`src/rtl/pmod_seq_pkg.sv`:
```
// Shared types and constants for the PMOD mode sequencer and its arbiter.
package pmod_seq_pkg;

  typedef enum logic [1:0] {
    IDLE       = 2'd0,
    WAIT_QUIET = 2'd1,
    ISOLATE    = 2'd2
  } seq_state_e;

  localparam logic [1:0] MODE_GPIO = 2'd0;
  localparam logic [1:0] MODE_UART = 2'd1;
  localparam logic [1:0] MODE_SPI  = 2'd2;
  localparam logic [1:0] MODE_I2C  = 2'd3;

  // Port index is fixed at two bits; at most four ports are supported.
  localparam int PORT_IDX_W = 2;

  function automatic logic [PORT_IDX_W-1:0] next_port(input logic [PORT_IDX_W-1:0] p,
                                                      input int n);
    if (int'(p) >= n - 1) return '0;
    return p + 1'b1;
  endfunction

endpackage

```
`src/rtl/pmod_mode_sequencer_rr_arbiter.sv`:
```
// Combinational round-robin arbiter: first pending index at or after rr_ptr, wrapping.
module rr_arbiter
  import pmod_seq_pkg::*;
#(
  parameter int NUM_PORTS = 4
) (
  input  logic [NUM_PORTS-1:0]  pending_i,
  input  logic [PORT_IDX_W-1:0] rr_ptr_i,
  output logic                  grant_valid_o,
  output logic [PORT_IDX_W-1:0] grant_o
);

  logic                  found;
  logic [PORT_IDX_W-1:0] idx;

  always_comb begin
    found = 1'b0;
    grant_o = '0;
    idx = '0;
    for (int unsigned i = 0; i < NUM_PORTS; i++) begin
      idx = PORT_IDX_W'((32'(rr_ptr_i) + i) % NUM_PORTS);
      if (!found && pending_i[idx]) begin
        found = 1'b1;
        grant_o = idx;
      end
    end
    grant_valid_o = found;
  end

endmodule

```
`src/rtl/pmod_mode_sequencer.sv`:
```
// Break-before-make sequencer: waits for port quiet, isolates for a guard time, applies new mode.
module pmod_mode_sequencer
  import pmod_seq_pkg::*;
#(
  parameter int NUM_PORTS     = 4,
  parameter int GUARD_CYCLES  = 100,
  parameter int QUIET_TIMEOUT = 1000000,
  parameter int CNT_W         = 20
) (
  input  logic                   clk,
  input  logic                   reset_n,
  input  logic [2*NUM_PORTS-1:0] req_mode,
  input  logic [NUM_PORTS-1:0]   port_busy,
  input  logic                   clear_timeout,
  output logic [2*NUM_PORTS-1:0] mode_applied,
  output logic [NUM_PORTS-1:0]   isolate,
  output logic                   change_done,
  output logic [1:0]             done_port,
  output logic [NUM_PORTS-1:0]   timeout_flag,
  output logic                   seq_active
);

  seq_state_e             state_q, state_d;
  logic [PORT_IDX_W-1:0]  sel_q, sel_d;
  logic [PORT_IDX_W-1:0]  rr_q, rr_d;
  logic [1:0]             target_q, target_d;
  logic [CNT_W-1:0]       cnt_q, cnt_d;
  logic [2*NUM_PORTS-1:0] mode_q, mode_d;
  logic [NUM_PORTS-1:0]   iso_q, iso_d;
  logic [NUM_PORTS-1:0]   tflag_q, tflag_d;
  logic                   done_q, done_d;
  logic [1:0]             done_port_q, done_port_d;
  logic                   active_q;

  logic [NUM_PORTS-1:0]   pending;
  logic                   grant_valid;
  logic [PORT_IDX_W-1:0]  grant;

  always_comb begin
    for (int unsigned k = 0; k < NUM_PORTS; k++)
      pending[k] = (req_mode[2*k +: 2] != mode_q[2*k +: 2]);
  end

  rr_arbiter #(.NUM_PORTS(NUM_PORTS)) u_arb (
    .pending_i    (pending),
    .rr_ptr_i     (rr_q),
    .grant_valid_o(grant_valid),
    .grant_o      (grant)
  );

  always_comb begin
    state_d     = state_q;
    sel_d       = sel_q;
    rr_d        = rr_q;
    target_d    = target_q;
    cnt_d       = cnt_q;
    mode_d      = mode_q;
    tflag_d     = tflag_q;
    done_d      = 1'b0;
    done_port_d = done_port_q;
    // Clear first so a same-cycle timeout set overrides it.
    if (clear_timeout) tflag_d = '0;
    case (state_q)
      IDLE: begin
        if (grant_valid) begin
          sel_d    = grant;
          target_d = req_mode[{grant, 1'b0} +: 2];
          cnt_d    = '0;
          state_d  = WAIT_QUIET;
        end
      end
      WAIT_QUIET: begin
        if (req_mode[{sel_q, 1'b0} +: 2] == mode_q[{sel_q, 1'b0} +: 2]) begin
          state_d = IDLE;
        end else if (!port_busy[sel_q]) begin
          cnt_d   = '0;
          state_d = ISOLATE;
        end else if (cnt_q == CNT_W'(QUIET_TIMEOUT - 1)) begin
          tflag_d[sel_q] = 1'b1;
          cnt_d   = '0;
          state_d = ISOLATE;
        end else begin
          cnt_d = cnt_q + 1'b1;
        end
      end
      ISOLATE: begin
        if (cnt_q == CNT_W'(GUARD_CYCLES - 1)) begin
          mode_d[{sel_q, 1'b0} +: 2] = target_q;
          done_d      = 1'b1;
          done_port_d = sel_q;
          rr_d        = next_port(sel_q, NUM_PORTS);
          cnt_d       = '0;
          state_d     = IDLE;
        end else begin
          cnt_d = cnt_q + 1'b1;
        end
      end
      default: state_d = IDLE;
    endcase
    iso_d = '0;
    if (state_d == ISOLATE) iso_d[sel_d] = 1'b1;
  end

  always_ff @(posedge clk or negedge reset_n) begin
    if (!reset_n) begin
      state_q     <= IDLE;
      sel_q       <= '0;
      rr_q        <= '0;
      target_q    <= '0;
      cnt_q       <= '0;
      mode_q      <= '0;
      iso_q       <= '0;
      tflag_q     <= '0;
      done_q      <= 1'b0;
      done_port_q <= '0;
      active_q    <= 1'b0;
    end else begin
      state_q     <= state_d;
      sel_q       <= sel_d;
      rr_q        <= rr_d;
      target_q    <= target_d;
      cnt_q       <= cnt_d;
      mode_q      <= mode_d;
      iso_q       <= iso_d;
      tflag_q     <= tflag_d;
      done_q      <= done_d;
      done_port_q <= done_port_d;
      active_q    <= (state_d != IDLE);
    end
  end

  assign mode_applied = mode_q;
  assign isolate      = iso_q;
  assign change_done  = done_q;
  assign done_port    = done_port_q;
  assign timeout_flag = tflag_q;
  assign seq_active   = active_q;

endmodule

```
`config.mk`:
```
export PLATFORM = sky130hd
export DESIGN_NAME = pmod_mode_sequencer
export DESIGN_NICKNAME = d
export VERILOG_FILES = /design/src/rtl/pmod_seq_pkg.sv /design/src/rtl/pmod_mode_sequencer_rr_arbiter.sv /design/src/rtl/pmod_mode_sequencer.sv
export SDC_FILE = /design/constraint.sdc
export NUM_CORES = 1
export LEC_CHECK = 0
export CORE_MARGIN = 3
export CORE_UTILIZATION = 35
export CTS_BUF_LIST = sky130_fd_sc_hd__clkbuf_8
export CTS_CLUSTER_DIAMETER = 150
export CTS_CLUSTER_SIZE = 40
export DETAILED_ROUTE_END_ITERATION = 16
export PLACE_DENSITY = 0.51
export SLEW_MARGIN = 20
export SYNTH_ARGS = -nofsm -noshare
export SYNTH_HDL_FRONTEND = slang
export SYNTH_HIERARCHICAL = 1
export SYNTH_SLANG_ARGS = --single-unit
```
`constraint.sdc`:
```
create_clock -name clk -period 3.65 [get_ports clk]
set_input_delay 0.9125 -clock clk [delete_from_list [all_inputs] [get_ports clk]]
set_output_delay 0.9125 -clock clk [all_outputs]
set_load 0.01 [all_outputs]
```
==> results.cfg, run 1 <==
[floorplan]
die_h_um = 95.91
row_count = 32
coreArea_mm2 = 0.007767
ioPinCount = 35
start_util_pct = 36.42
die-width_um = 95.91
die-area_mm2 = 0.009198

[detailed_routing]
vias = 2334
totalWireLength_mm = 7.007
wl_per_cell_um = 16.07
vias_per_cell = 5.353
first_pass_iters = 4
detailedRoute.firstIterationViolations = 116
antenna_left = 0
drc_errors = 0

[synth]
dominantRegCellSynth = dfrtp_1
synth_cells = 295
ys_top_cells_by_count = dfrtp_1 (48), nand2_1 (45), nor2_1 (16), inv_1 (15)
ys_warn_count = 6
synth.net_count = 324
ys_types = 45
avgSynthCellArea_um2 = 9.590
synth_top_area_share_pct = 42.46
ys_top_cells_by_area = dfrtp_1 (42%), ha_1 (6.2%), nand2_1 (6.0%), o31ai_1 (3.4%), a22o_1 (3.4%)
synth_seq_cells = 48
synthArstFlopShare_pct = 100.0
synth-edff-count = 0
synth_most_common_cell = dfrtp_1
yosysTopAreaCell = dfrtp_1
synth.cell_area_mm2 = 0.002829
seq_area_frac_synth_pct = 42.46

[setup_path]
crit_chain = clkdlybuf4s50_1, xnor2_1, nand2_1, a221o_1, a21oi_1, mux4_2, nand2_1, nand2_1
rr_endpoint = cnt_q[17]$_DFFE_PN0P_
startpoint_type = input pin
cp_common_cell = nand2_1
critPathCaptureType = flip-flop
path_buf_inv = 1
critPathArrivalTime_ps = 3100
max_stage_delay_ps = 550
crit_path_max_fanout = 4
r2r_slack_ps = 910
r2r-start = cnt_q[16]$_DFFE_PN0P_
crit_type = in -> reg
cp_top_family = compound AO/OA/AOI/OAI gates
cp_slowest_cell = mux4_2
r2r_cells = 7
cp.required_ps = 3850

[global_routing]
antenna_found_initial = 0
grt_overflow = 0
grt_pass1_wl_mm = 11.67
grt_max_degree = 26
first_global_vias = 2209
grt_use_total_pct = 16.36

[power]
pwr-share-seq_pct = 37.8
ir_drop_uv = 197.8
power_leakage_nw = 1.428
power_density_mw_per_mm2 = 486.4
pwr-share-comb_pct = 38.7
pwr-share-clk_pct = 23.5
switching_share_pct = 37.89
intPower_mw = 1.026
p_sw_mw = 0.6259

[cts]
cts_resized = 0
clk_path_buf_depth = 2
clk_transition_reported_paths_ps = 90
cts_root_buf = clkbuf_8
htreeDepth = 2
post_cts_buffers = 0
clock_sinks = 48
hold_buffers = 0
cts_inserted_buffers = 5
clk_latency_ps = 300
cts_tree = yes

[placed_design]
io_buffers = 34
hpwlAfterDp_mm = 5.236
place.gp.congestion = 0.7795

[final_layout]
final_util_pct = 43.72
nets = 362
drive_gt1_share_pct = 9.880
area_delta_synth_final_pct = 20.04
num_antenna_cells = 0

[timing]
slew-limit-headroom_pct = 48.52
setup_viol = 0
drv_slew = 0
rsz0062_at_grt = false
period_minus_slack_ps = 2903
hold_violations = 0
fin_crit_sh_pct = 79.52
fmax_mhz = 344.5
setup-tns-final_ps = 0
skew_ps = 5.260
worstMarginPinSlew_ps = 765.2

[run_status]
outcome = complete, no violations

[hold_path]
hold_class = reg -> reg
hold_path.startpoint = target_q[0]$_DFFE_PN0P_
holdPathEnd = target_q[0]$_DFFE_PN0P_
min_path_cells = 2

[job]
max_cap_violations = 0
## power by group through the flow
stage / Clock, mW / Sequential, mW / Combinational [mW]
final: 0.388 / 0.624 / 0.640
after global routing: 0.416 / 0.633 / 0.724
after CTS: 0.404 / 0.625 / 0.648
after detailed placement: 0 / 0.636 / 0.644
after global placement: 0 / 0.636 / 0.642
after floorplan: 0 / 0.629 / 0.465
## registers in the layout (all words and copies together), names as in the netlist, 4 cells and up
register and flops:
cnt_q 20, mode_applied 8, isolate 4, timeout_flag 4
## per-layer routing
metal / share of wire (%) / vias to the layer above / routed length [um] / global-route usage [%]
met1: 50 / 1117 / 3500 / 24.88
li1: - / 1151 / - / -
met4: 0.97 / 0 / 68 / 4.502
met2: 44 / 60 / 3066 / 23.80
met3: 5.3 / 6 / 372 / 2.658
met5: 0 / - / 0 / 0
## metrics by stage
stage / power, mW / instance area (um^2) / cells / setup WS, ps / hold WS, ps
after floorplan: 1.094 / 2829 / 295 / 1094 / 467.7
after global placement: 1.278 / 3284 / 428 / 397.0 / 491.1
after detailed placement: 1.280 / 3284 / 428 / 427.6 / 491.8
after CTS: 1.677 / 3396 / 436 / 744.7 / 514.8
after global routing: 1.773 / 3396 / 436 / 564.8 / 530.5
final: 1.652 / 3396 / 436 / 747.5 / 509.9
## kinds of logic after synthesis
family | after synthesis | share of synthesized area [%]
xor+xnor | 8 | 2.477
simple gates | 123 | 21.58
buf+inv | 25 | 3.980
flops | 48 | 42.46
mux | 7 | 3.980
fa+ha+maj | 14 | 6.192
compound gates | 70 | 19.33
## worst max path at each step
stage | startpoint | endpoint | slack [ps] | cells past startpoint
after floorplan | req_mode[2] | target_q[0]$_DFFE_PN0P_ | 1090 | 8
after global placement | req_mode[1] | target_q[1]$_DFFE_PN0P_ | 400 | 8
after detailed placement | req_mode[1] | target_q[1]$_DFFE_PN0P_ | 430 | 8
after CTS | req_mode[1] | target_q[1]$_DFFE_PN0P_ | 740 | 8
after global routing | req_mode[1] | target_q[0]$_DFFE_PN0P_ | 560 | 8
final | req_mode[1] | target_q[1]$_DFFE_PN0P_ | 750 | 8
## placed cells by master, fill, tap and decap left out, types with 2 or more instances in the layout
cell             count
nor3_1              13
a2bb2oi_2            4
dfrtp_1             48
mux4_2               3
nor4_1               7
a2bb2oi_1            7
nor2b_1              3
o21ai_0             14
ha_1                14
a21oi_1              4
xnor2_1              8
a22o_1              11
clkbuf_8             5
o21ai_1              2
nand2_1             45
mux2_2               4
o31ai_1             13
buf_4                6
nand2b_1             4
a21o_1               6
and2_1               3
or2_2                2
clkdlybuf4s50_1     33
nand4_1              8
nor2_1              16
a221o_1              2
nand3_1             13
inv_1               15
## worst reg2reg max path: stages (launching register included)
cell and delay, ps:
dfrtp_1 460, nor4b_1 520, nand2_1 140, o41a_1 490
o21ai_2 400, buf_4 290, o21ai_0 120, a22o_1 210
## cell type report
| class | instances | area [um^2] |
|---|---|---|
| Clock buffer | 5 | 68.82 |
| Clock inverter | 3 | 42.54 |
| Fill cell | 785 | 4372 |
| Inverter | 16 | 60.06 |
| Multi-Input combinational cell | 222 | 1515 |
| Sequential cell | 48 | 1201 |
| Tap cell | 102 | 127.6 |
| Timing Repair Buffer | 40 | 380.4 |
Power figures use the tool's default switching activity.
==> inputs of run 2 (changes only) <==
--- a/config.mk
+++ b/config.mk
@@ -11,7 +11,7 @@
 export CTS_CLUSTER_DIAMETER = 150
 export CTS_CLUSTER_SIZE = 40
 export DETAILED_ROUTE_END_ITERATION = 16
-export PLACE_DENSITY = 0.51
+export PLACE_DENSITY = 0.53
 export SLEW_MARGIN = 20
 export SYNTH_ARGS = -nofsm -noshare
 export SYNTH_HDL_FRONTEND = slang
==> constraint.sdc (replaced) <==
create_clock -name clk -period 2.6 [get_ports clk]
set_input_delay 0.65 -clock clk [delete_from_list [all_inputs] [get_ports clk]]
set_output_delay 0.65 -clock clk [all_outputs]
set_load 0.01 [all_outputs]
==> run 2 against run 1 <==
Against the previous run: clock skew is 2.3 ps higher; setup slack lost 660 ps; cell count increased by 4.4%; count of clock-buffer cells in the layout is the same; global-route usage decreased by 0.28 points; final area increased by 5.9%; critical endpoint is now target_q[0]$_DFFE_PN0P_; critical path depth grew 2; highest routed layer unchanged; register-to-register slack worse by 740 ps; sequential share of layout area is 2.0 points lower; via count rose by 2.9%; largest power group unchanged.
==> results.cfg, run 2 (synthesis gave the netlist of run 1 again) <==
[detailed_routing]
detailedRoute.firstIterationViolations = 158
totalWireLength_mm = 6.846
wl_per_cell_um = 15.05
vias_per_cell = 5.277
antenna_left = 0
drc_errors = 0
first_pass_iters = 5
vias = 2401

[floorplan]
ioPinCount = 35
die_h_um = 95.91
die-width_um = 95.91
start_util_pct = 36.42
row_count = 32
coreArea_mm2 = 0.007767
die-area_mm2 = 0.009198

[setup_path]
critPathCapture = target_q[0]$_DFFE_PN0P_
r2r-start = cnt_q[11]$_DFFE_PN0P_
cp.required_ps = 2800
rr_endpoint = cnt_q[13]$_DFFE_PN0P_
critPathLaunch = req_mode[3]
startpoint_type = input pin
r2r_slack_ps = 170
critPathArrivalTime_ps = 2710
r2r_cells = 7
crit_path_max_fanout = 3
critPathCaptureType = flip-flop
crit_type = in -> reg

[job]
max_cap_violations = 0

[power]
p_total_mw = 2.485
power_density_mw_per_mm2 = 690.8
ir_drop_uv = 292.3
power_leakage_nw = 1.551

[placed_design]
io_buffers = 34
dpl_worst_slack_ps = -204.1
hpwlAfterDp_mm = 5.410
place.gp.congestion = 0.8241

[global_routing]
grt_overflow = 0
grt_pass1_wl_mm = 11.50
grt_max_degree = 26
first_global_vias = 2268
grt_use_total_pct = 16.08
antenna_found_initial = 0

[timing]
setup_viol = 0
worstMarginPinSlew_ps = 550.0
drv_slew = 0
slew-limit-headroom_pct = 63.20
hold_violations = 0
fin_ws_ps = 85.67
skew_ps = 7.604
fin_crit_sh_pct = 96.71
fmax_mhz = 397.7
rsz0062_at_grt = true
period_minus_slack_ps = 2514

[final_layout]
area_delta_synth_final_pct = 27.16
nets = 382
fillCellCount = 777
num_antenna_cells = 0
final_cell_mix = dfrtp_1 (48), nand2_1 (45), clkdlybuf4s50_1 (33), buf_4 (25), nor2_1 (16)
final_common_cell = dfrtp_1
largest_reg_flops = 20
final_util_pct = 46.31
top_register = cnt_q
drive_gt1_share_pct = 15.58

[cts]
clock_sinks = 48
clk_transition_reported_paths_ps = 90
clk_latency_ps = 300
cts_root_buf = clkbuf_8
htreeDepth = 2
clk_path_buf_depth = 2
cts_tree = yes
cts_inserted_buffers = 5

[hold_path]
hold_class = in -> async

[run_status]
outcome = complete, no violations
-- run 2: critical path, stage by stage --
cell	delay, ps
clkdlybuf4s50_1	480
xnor2_2	170
nand2_1	100
inv_1	60
a221o_1	340
a21oi_1	140
buf_4	150
mux4_2	480
nand2_1	80
nand2_1	50
-- run 2: power by group --
group / internal (mW) / switching (mW)
clock network: 0.379 / 0.251
logic: 0.415 / 0.560
registers: 0.809 / 0.0709
-- run 2: cell type report --
cell class	instances	area [um^2]	share of cell area, %
clock inverters	2	60.06	1.670
inverters	16	60.06	1.670
multi-input cells	222	1536	42.71
repair buffers	60	543.0	15.10
well taps	102	127.6	3.548
flip-flops and latches	48	1201	33.39
clock buffers	5	68.82	1.913
-- run 2: worst min path at each step --
stage                     slack, ps                       from                         to  cells past startpoint
final                           320                    reset_n       isolate[0]$_DFF_PN0_                      1
after detailed placement        500  timeout_flag[3]$_DFF_PN0_  timeout_flag[3]$_DFF_PN0_                      1
after floorplan                 350                    reset_n      change_done$_DFF_PN0_                      0
after global routing            370                    reset_n       isolate[0]$_DFF_PN0_                      1
after global placement          490  timeout_flag[2]$_DFF_PN0_  timeout_flag[2]$_DFF_PN0_                      1
after CTS                       350                    reset_n       isolate[0]$_DFF_PN0_                      1
-- run 2: what timing repair did --
| item | CTS | global route |
|---|---|---|
| buffers inserted | 0 | 0 |
| gates resized for setup | 0 | 3 |
| hold buffers | 0 | 0 |
| setup endpoints to repair | 0 | 18 |
-- run 2: metrics by stage --
stage / setup TNS [ps] / hold slack, ps / instance area [um^2] / cells
global placement: -2804 / 489.9 / 3447 / 448
global route: -19.33 / 366.6 / 3597 / 455
finish: 0 / 323.4 / 3597 / 455
CTS: 0 / 345.7 / 3576 / 455
detailed placement: -3062 / 497.3 / 3447 / 448
floorplan: 0 / 354.4 / 2829 / 295
-- run 2: per-layer routing --
metal  up-vias  track usage, %  part of all wire, %
li1       1195               -                    -
met1      1165           23.72                   52
met4         0           3.910                  1.1
met2        36           24.32                   44
met3         5           2.815                  3.1
met5         -               0                    0
==> inputs of run 3 (changes only) <==
--- a/config.mk
+++ b/config.mk
@@ -11,7 +11,7 @@
 export CTS_CLUSTER_DIAMETER = 150
 export CTS_CLUSTER_SIZE = 40
 export DETAILED_ROUTE_END_ITERATION = 16
-export PLACE_DENSITY = 0.53
+export PLACE_DENSITY = 0.51
 export SLEW_MARGIN = 20
 export SYNTH_ARGS = -nofsm -noshare
 export SYNTH_HDL_FRONTEND = slang
==> constraint.sdc (replaced) <==
create_clock -name clk -period 2.97 [get_ports clk]
set_input_delay 0.7425 -clock clk [delete_from_list [all_inputs] [get_ports clk]]
set_output_delay 0.7425 -clock clk [all_outputs]
set_load 0.01 [all_outputs]
==> run 3 against run 2 <==
Against the previous run: sequential power decreased by 12%; clock skew is 3.1 ps higher; setup slack better by 270 ps; critical path depth down 1; highest routed layer unchanged; non-clock buffer count fell by 13; worst hold slack improved by 190 ps; via count is 0.96% lower; cell count down 2.9%.
==> results.cfg, run 3 (synthesis gave the netlist of run 1 again) <==
[setup_path]
crit_path_max_fanout = 4
cp_slowest_cell = mux4_2
max_stage_delay_ps = 490
critPathCaptureType = flip-flop
r2r_slack_ps = 410
startpoint_type = input pin
cp_common_cell = nand2_1
r2r_cells = 6
crit_chain = clkdlybuf4s50_1, xnor2_1, nand2_1, a221o_1, a21oi_1, buf_4, mux4_2, nand2_1, nand2_1
critPathArrivalTime_ps = 2800
crit_type = in -> reg
cp.required_ps = 3160

[final_layout]
top_register = cnt_q
nets = 369
num_antenna_cells = 0
drive_gt1_share_pct = 11.47
final_common_cell = dfrtp_1
area_delta_synth_final_pct = 21.36
largest_reg_flops = 20
instances_no_fill = 442
fillCellCount = 783
final_cell_mix = dfrtp_1 (48), nand2_1 (45), clkdlybuf4s50_1 (33), nor2_1 (16), inv_1 (15)
final_util_pct = 44.20

[placed_design]
place.gp.congestion = 0.8641
hpwlAfterDp_mm = 5.273
placedCellCount = 435
io_buffers = 34

[detailed_routing]
vias_per_cell = 5.380
drc_errors = 0
vias = 2378
detailedRoute.firstIterationViolations = 108
first_pass_iters = 4
wl_per_cell_um = 15.70
totalWireLength_mm = 6.939
antenna_left = 0

[global_routing]
grt_overflow = 0
antenna_found_initial = 0
grt_max_degree = 49
grt_use_total_pct = 16.25
first_global_vias = 2244
grt_pass1_wl_mm = 11.60

[floorplan]
die-width_um = 95.91
start_util_pct = 36.42
die_h_um = 95.91
row_count = 32
ioPinCount = 35
coreArea_mm2 = 0.007767
die-area_mm2 = 0.009198

[timing]
period_minus_slack_ps = 2611
drv_slew = 0
fin_crit_sh_pct = 87.93
setup_viol = 0
skew_ps = 10.67
setup-tns-final_ps = 0
slew-limit-headroom_pct = 49.70
hold_violations = 0
worstMarginPinSlew_ps = 747.6
fmax_mhz = 382.9
rsz0062_at_grt = false

[power]
switching_share_pct = 38.02
power_leakage_nw = 1.456
pwr-share-comb_pct = 40.8
power_density_mw_per_mm2 = 588.2
p_sw_mw = 0.7677
ir_drop_uv = 233.4
intPower_mw = 1.252
pwr-share-clk_pct = 21.0
pwr-share-seq_pct = 38.2

[run_status]
outcome = complete, no violations

[cts]
clk_latency_ps = 300
cts_inserted_buffers = 5
cts_root_buf = clkbuf_8
clk_transition_reported_paths_ps = 80
cts_resized = 0
cts_tree = yes
post_cts_buffers = 0
htreeDepth = 2
hold_buffers = 0
clock_sinks = 48
clk_path_buf_depth = 2

[job]
max_cap_violations = 0

[hold_path]
hold_class = reg -> reg
min_path_cells = 1
run 3: changes by cell type in the layout (fill, tap and decap cells not counted), sizes merged:
| cell | change |
|---|---|
| buf | -13 |
| bufinv | -2 |
| clkbuf | +2 |
run 3: power by group through the flow:
stage | Combinational, mW | Clock, mW | Sequential (mW)
floorplan | 0.572 | 0 | 0.773
global placement | 0.832 | 0 | 0.787
detailed placement | 0.830 | 0 | 0.786
CTS | 0.834 | 0.443 | 0.774
global route | 0.918 | 0.463 | 0.784
finish | 0.824 | 0.424 | 0.772
run 3: cell type report:
class / instances / area [um^2] / share of cell area, %
repair buffers: 47 / 432.9 / 12.61
inverters: 16 / 60.06 / 1.749
flip-flops and latches: 48 / 1201 / 34.99
multi-input cells: 222 / 1515 / 44.13
well taps: 102 / 127.6 / 3.717
clock buffers: 7 / 96.34 / 2.806
run 3: path summary, 6_finish.rpt:
path	start	endpoint
worst min-delay path	timeout_flag[2]$_DFF_PN0_	timeout_flag[2]$_DFF_PN0_
worst min register to register	timeout_flag[2]$_DFF_PN0_	timeout_flag[2]$_DFF_PN0_
max in group asynchronous	reset_n	cnt_q[3]$_DFFE_PN0P_
worst max register to register	cnt_q[14]$_DFFE_PN0P_	cnt_q[2]$_DFFE_PN0P_
worst max-delay path	req_mode[1]	target_q[0]$_DFFE_PN0P_
min in group asynchronous	reset_n	timeout_flag[2]$_DFF_PN0_
run 3: per-layer routing:
layer / track usage [%] / up-vias / routed length (um)
met3: 4.144 / 7 / 302
met4: 3.791 / 0 / 61
li1: - / 1164 / -
met1: 23.43 / 1167 / 3512
met5: 0 / - / 0
met2: 24.38 / 40 / 3062
run 3: worst max-delay path, delay by kind of cell:
kind | cells | cell delay [ps]
AOI/OAI and AO/OA | 2 | 450
buffers and inverters | 2 | 600
muxes | 1 | 490
xor gates and xnor gates | 1 | 240
and+or+nand+nor | 3 | 290
run 3: per-stage QoR:
step | instance area (um^2) | worst slack, ps | power, mW | hold WS (ps)
6_report | 3433 | 358.5 | 2.019 | 508.6
5_1_grt | 3433 | 193.4 | 2.165 | 524.3
4_1_cts | 3433 | 374.5 | 2.052 | 517.8
3_5_place_dp | 3337 | 60.49 | 1.616 | 497.7
3_3_place_gp | 3337 | 47.70 | 1.620 | 493.0
2_1_floorplan | 2829 | 584.3 | 1.344 | 446.9
